===== src/rtl/if_fetch.sv =====
// if_fetch: instruction-fetch stage sitting directly upstream of ID.
//
// Owns the program counter and keeps at most one word request in flight to
// the Icache. It reports to ID the PC of the instruction whose data is
// returning, and applies redirects from EX (taken branch) and ID (jal/jalr).
// It also stops issuing new requests while the flow controller holds the
// front end.
//
// Ports:
//   clk               clock, all state updates on posedge
//   rst               synchronous active-high reset
//   if_Icache_req_o   fetch request valid
//   if_Icache_addr_o  fetch address, always word-aligned
//   Icache_gnt_i      request accepted this cycle (only meaningful with req)
//   Icache_rvalid_i   data for the outstanding request returns this cycle
//   ex_btype_taken_i  taken branch resolved in EX
//   ex_btype_pc_i     branch target
//   id_jump_flag_i    jal/jalr decoded in ID
//   id_jump_pc_i      jump target
//   fc_bk_if_i        back-and-keep: suppress new requests
//   ifid_pc_o         PC of the last granted request
//   if_inst_valid_o   returning data is valid (rvalid and not killed)
module if_fetch #(
  parameter logic [31:0] RESET_PC = 32'h0000_0000
) (
  input  logic        clk,
  input  logic        rst,
  output logic        if_Icache_req_o,
  output logic [31:0] if_Icache_addr_o,
  input  logic        Icache_gnt_i,
  input  logic        Icache_rvalid_i,
  input  logic        ex_btype_taken_i,
  input  logic [31:0] ex_btype_pc_i,
  input  logic        id_jump_flag_i,
  input  logic [31:0] id_jump_pc_i,
  input  logic        fc_bk_if_i,
  output logic [31:0] ifid_pc_o,
  output logic        if_inst_valid_o
);

  typedef enum logic [1:0] {
    IDLE = 2'd0,
    REQ  = 2'd1,
    WAIT = 2'd2
  } state_e;

  state_e      state_q, state_d;
  logic [31:0] pc_q, pc_d;
  logic [31:0] ifid_pc_q, ifid_pc_d;
  logic        kill_q, kill_d;

  logic        redirect;
  logic [31:0] target_aligned;
  logic        grant;

  // EX holds the older instruction, so its branch wins over an ID jump.
  assign redirect       = ex_btype_taken_i | id_jump_flag_i;
  assign target_aligned = (ex_btype_taken_i ? ex_btype_pc_i : id_jump_pc_i) & 32'hFFFF_FFFC;

  // Request and address depend only on registered state and the hold input,
  // so there is no combinational path from gnt or rvalid back to the Icache.
  assign if_Icache_req_o  = (state_q == REQ) & ~fc_bk_if_i;
  assign if_Icache_addr_o = pc_q & 32'hFFFF_FFFC;
  assign grant            = if_Icache_req_o & Icache_gnt_i;

  // A return is dropped if its request was killed earlier, or if a redirect
  // arrives in the very cycle the data comes back.
  assign if_inst_valid_o = (state_q == WAIT) & Icache_rvalid_i & ~kill_q & ~redirect;

  assign ifid_pc_o = ifid_pc_q;

  // Next-state logic for the fetch FSM, PC, granted PC and kill flag.
  always_comb begin
    state_d   = state_q;
    pc_d      = pc_q;
    ifid_pc_d = ifid_pc_q;
    kill_d    = kill_q;

    case (state_q)
      IDLE: begin
        state_d = REQ;
      end
      REQ: begin
        if (grant) begin
          state_d   = WAIT;
          ifid_pc_d = pc_q;
          pc_d      = pc_q + 32'd4;
          // A redirect in the grant cycle means this request is already stale.
          kill_d    = redirect;
        end
      end
      WAIT: begin
        if (Icache_rvalid_i) begin
          state_d = REQ;
          kill_d  = 1'b0;
        end else if (redirect) begin
          kill_d = 1'b1;
        end
      end
      default: begin
        state_d = IDLE;
      end
    endcase

    // A redirect overrides any sequential +4 update.
    if (redirect) begin
      pc_d = target_aligned;
    end
  end

  // State register with synchronous reset.
  always_ff @(posedge clk) begin
    if (rst) begin
      state_q   <= IDLE;
      pc_q      <= RESET_PC;
      ifid_pc_q <= RESET_PC;
      kill_q    <= 1'b0;
    end else begin
      state_q   <= state_d;
      pc_q      <= pc_d;
      ifid_pc_q <= ifid_pc_d;
      kill_q    <= kill_d;
    end
  end

endmodule


===== config.mk =====
export PLATFORM = sky130hd
export DESIGN_NAME = if_fetch
export DESIGN_NICKNAME = d
export VERILOG_FILES = /design/src/rtl/if_fetch.sv
export SDC_FILE = /design/constraint.sdc
export NUM_CORES = 1
export LEC_CHECK = 0
export ABC_CLOCK_PERIOD_IN_PS = 2450
export CAP_MARGIN = 30
export CORE_UTILIZATION = 43
export DETAILED_ROUTE_END_ITERATION = 8
export GPL_ROUTABILITY_DRIVEN = 0
export PLACE_DENSITY = 0.77
export SETUP_SLACK_MARGIN = 0.3
export SLEW_MARGIN = 10
export SYNTH_ARGS = -nofsm -noshare
export SYNTH_HDL_FRONTEND = slang
export SYNTH_SLANG_ARGS = --single-unit
export TNS_END_PERCENT = 50

===== constraint.sdc =====
create_clock -name clk -period 2.45 [get_ports clk]
set_clock_uncertainty 0.2 [all_clocks]
set_input_delay 0.49 -clock clk [delete_from_list [all_inputs] [get_ports clk]]
set_output_delay 0.49 -clock clk [all_outputs]
set_load 0.02 [all_outputs]

== Yosys cells after proc, flatten, opt, wreduce, memory -nomap -nowiden ==
Cells that the tools add are included.
Word-level totals
  word-level logic and storage cells: 40
  latch bits: 0
  flip-flop bits (word level): 67
  memory bits (writable): 0
  input bits: 71
  memory bits (read-only): 0
  memories: 0
  output and inout port bits: 66
Cells by class
  magnitude comparators: 0
  reduce and logical (&&, ||, !) cells: 9
  shift-type cells: 0
  div/mod/pow operators: 0
  bitwise gates (word level): 9
  multiplexer cells: 11
  multipliers: 0
  add/subtract/negate cells: 1
  equal/unequal tests: 5
Operators by type and width (number)
  32-bit two-way mux: 4
  32-bit by 3-bit adder with 32-bit output, second input constant: 1
  2-bit one-hot mux with 3 select lines: 1
  2-bit AND reduction: 3
  2-bit nonzero test: 3
  1-bit AND: 5
  2-bit two-way mux: 2
  2-bit inequality test, second input constant: 2
  1-bit two-way mux: 3
  3-bit inequality test, second input constant: 1
  1-bit NOT: 3
  3-bit AND reduction: 1
  2-bit by 1-bit equality test with 1-bit output, second input constant: 1
  2-bit equality test, second input constant: 1
  2-bit logical NOT: 1
  1-bit one-hot mux with 2 select lines: 1
  2-bit OR reduction: 1
  1-bit bitwise OR: 1

== Logic depth before layout (Yosys ltp) ==
Gate-level depths: netlist of the first run.
  depth in word-level cells: 6
  depth in mapped cells: 8
  mapped depth without buffers: 6

== Worst setup path before layout of the first run ==
No wires, ideal clock.
  path kind: register -> register
  from: register pc_q[2]
  to: register pc_q[30]
  path buffers: 0
  stages on the path, launching flop included: 7
  slack: 236 ps
  library setup time: 79 ps
  clock period less this slack: 2214 ps
  arrival time: 1934 ps
  data required time: 2171 ps
  cell sequence: dfxtp_1 > ha_1 > nand4_1 > or4_4 > nor4_2 > xnor2_1 > a211oi_2
On the way
  longest elaborated chain between the ends: 4
Ends and longest elaborated chain
  from (decl): line 48  | logic [31:0] pc_q, pc_d;
  from (signal assigned): line 120  | pc_q <= pc_d;
  32-bit by 3-bit adder with 32-bit output: line 87  | pc_d = pc_q + 32'd4;
  32-bit two-way mux: line 84  | if (grant) begin
  32-bit two-way mux: line 79  | case (state_q)
  32-bit two-way mux: line 106  | if (redirect) begin
Every way passes these cells. The select of a mux whose other input is x is not followed.
A chain may end at the register's enable or synchronous reset.

== Worst setup path after layout of the first run ==
  from: register pc_q[17]
  to: output port if_Icache_addr_o[17]
RTL lines
  to (decl): line 29  | output logic [31:0] if_Icache_addr_o,
No word-level cell between the ends.

==> impl_metrics.toml, run 1 <==
[cts]
clkSinkCount = 63
cts_buffer_depth = 2
cts_max_level = 3
cts_buffers = 9
root_buffer = "clkbuf_8"
clkTransAtPathRegs_ns = 0.07
cts_tree = "built"
hold_buffers = 0
clkLatencyLatePin_ns = 0.36

[drt]
drc = 0
first_pass_iters = 5
wl_um = 11000
ant_nets = 0
avgRoutedWirePerCell_um = 16.6
first_iter_violations = 239
dr_wl_met3_um = 806
vias_per_cell = 5.58
dr_wl_met2_um = 5110
drt-met1-wl_um = 4710
top_layer = "met4"
vias = 3687

[final_layout]
num-nets-final = 629
antennaDiodeCount = 0
syn2layout_area_growth_pct = 58.9
drive_above_1_share_pct = 14.6

[job]
drv_cap = 0

[global_routing]
grt_max_degree = 28
grt_pass1_wl_um = 16800
grt_overflow = 0
grt_usage_pct = 28.4
grt_pass1_vias = 3474
antenna_found_initial = 0

[power]
power.leakage_nw = 1.88
peakVddDrop_mv = 0.327
power_density_nw_per_um2 = 518

[die]
start_util_pct = 44.3
rows = 31
die_area_um2 = 7780
die_x_um = 88.2
ioPinCount = 137
die_h_um = 88.2
core-area_um2 = 7210

[sta]
fin_crit_sh_pct = 88.7
finalSetupViolCount = 0
drv_slew = 0
max_freq_mhz = 460
fin_crit_ns = 2.17
grt_setup_unrepaired = "true"
hold_viol_final = 0
whs_ns = 0.254
fin_setup_tns_ns = 0

[yosys]
netlist_area_um2 = 3200
async_flop_share_pct = 0
synth_flop_cell = "dfxtp_1"
ys_warn_count = 0
avgSynthCellArea_um2 = 7.87
synth.distinct_cells = 54
syn_inst = 406
synth_edf_count = 0
synth-seq-cells = 63
yosysSeqAreaShare_pct = 39.5

[critical_path]
critPathKind = "reg2out"
endpoint = "if_Icache_addr_o[17]"
timing.rr.end = "pc_q[30]"
arrival_ns = 1.48
cp-end-kind = "output pin"
crit_start = "pc_q[17]"
reg2reg_from = "pc_q[2]"
cp_max_fo = 6
cp.depth = 1
cpLargestDelayFamily = "buffers and inverters"
reg2reg_depth = 6
cp-start-kind = "register"
critPathSlowestCell = "clkdlybuf4s50_1"
worstPathCellList = "clkdlybuf4s50_1"
reg2reg_slack_ns = 0.36
critPathBufInv = 1
critPathMaxStageDelay_ns = 0.66
crit_required_ns = 1.76

[place]
port_buffers = 128
hpwlAfterDp_um = 7860

[min_path]
hp-class = "reg2reg"

[run_status]
status = "completed"
[routing by layer]
metal,vias to the layer above,GRT usage [%]
met5,-,0
met4,0,15.5
met3,28,5.18
met2,159,46.4
met1,1720,35.3
li1,1780,-
[Yosys cell counts (all sizes together) (2+ instances only)]
cell,number,area (um2)
o221a,2,22.5
inv,2,7.51
buf,9,48.8
a22o,2,17.5
a21o,2,15.0
o21a,3,22.5
mux2i,4,40.0
a22oi,6,45.0
clkbuf,24,90.1
nand2b,2,12.5
and3,8,52.6
nor2b,3,18.8
xor2,9,78.8
or3,2,13.8
xnor2,7,61.3
nand3,13,75.1
dfxtp,63,1260
nor3,12,60.1
a21oi,49,245
nor2,21,78.8
nor4,4,37.5
nand2,79,297
nand4,18,113
a221o,2,20.0
o22ai,15,93.8
a222oi,5,50.1
and4,2,17.5
o21ai,7,35.0
a211oi,12,95.1
[how the worst min path moves through the flow]
stage,start,to,slack [ns],cells after the start
after floorplan,kill_q,kill_q,0.23,1
after global placement,ifid_pc_o[9],ifid_pc_o[9],0.24,2
after detailed placement,ifid_pc_o[11],ifid_pc_o[11],0.25,2
after CTS,ifid_pc_o[11],ifid_pc_o[11],0.26,2
after global routing,ifid_pc_o[9],ifid_pc_o[9],0.27,2
final,ifid_pc_o[9],ifid_pc_o[9],0.25,2
[sequential cells by signal (all words and copies together) (netlist names)]
register / count
kill_q: 1
pc_q: 30
ifid_pc_o: 30
state_q: 2
[stage by stage]
stage	power, W	cells	area, um2	utilization [%]	setup WS (ns)
floorplan	0.00138	409	3210	-	0.271
global route	0.00272	661	5080	70.4	0.239
detailed placement	0.00167	642	4770	66.1	-0.256
finish	0.00263	661	5080	70.4	0.278
global placement	0.00166	642	4770	66.1	-0.157
CTS	0.00263	661	5040	69.8	0.0944
[timing repair]
action | 4_1_cts | 5_1_grt
setup endpoints to repair | 33 | 45
gates resized for setup | 10 | 19
pin swaps | 4 | 2
setup buffers | 3 | 0
[worst min-delay path, delay by kind of cell (launching register included)]
family             cells  cell delay (ns)
and+or+nand+nor        1             0.05
DFF                    1             0.31
AOI/OAI and AO/OA      1             0.05
[final cells by class]
cell class / count / area [um2]
fill: 584 / 2140
multi-input combinational: 311 / 1860
timing repair buffer: 170 / 1610
sequential: 63 / 1270
clock buffer: 14 / 173
tap: 99 / 124
clock inverter: 2 / 37.5
inverter: 2 / 7.51
[cell families (layout without fill, tap and decap cells)]
| group | Yosys count | count (layout) | synth area share, % |
|---|---|---|---|
| flops | 63 | 63 | 39.5 |
| buf+inv | 35 | 188 | 4.58 |
| xor+xnor | 16 | 16 | 4.39 |
| compound gates | 115 | 115 | 23.5 |
| other cells | 1 | 4 | 0.117 |
| simple gates | 171 | 171 | 26.4 |
| fa+ha+maj | 1 | 1 | 0.391 |
| mux | 4 | 4 | 1.25 |
[report_power, final]
part           switching [W]  internal [W]
Clock               0.000412      0.000554
Sequential         0.0000601       0.00107
Combinational       0.000251      0.000283
[cells in the final DEF (no fill, tap or decap), types with 11 or more instances in the layout]
cell type,Yosys,final
a211oi_1,11,11
buf_4,4,41
clkdlybuf4s50_1,0,120
nand3_1,11,11
nand4_1,18,18
dfxtp_1,63,59
clkbuf_8,0,12
a21oi_1,49,49
nor2_1,21,20
o22ai_1,15,15
nand2_1,79,79
(Power assumes the default switching activity.)
==> inputs of run 2 (changes only) <==
--- a/config.mk
+++ b/config.mk
@@ -6,7 +6,6 @@
 export NUM_CORES = 1
 export LEC_CHECK = 0
 export ABC_CLOCK_PERIOD_IN_PS = 2450
-export CAP_MARGIN = 30
 export CORE_UTILIZATION = 43
 export DETAILED_ROUTE_END_ITERATION = 8
 export GPL_ROUTABILITY_DRIVEN = 0
==> results of run 2 <==
No change in the layout: final DEF, timing and power equal those of run 1.
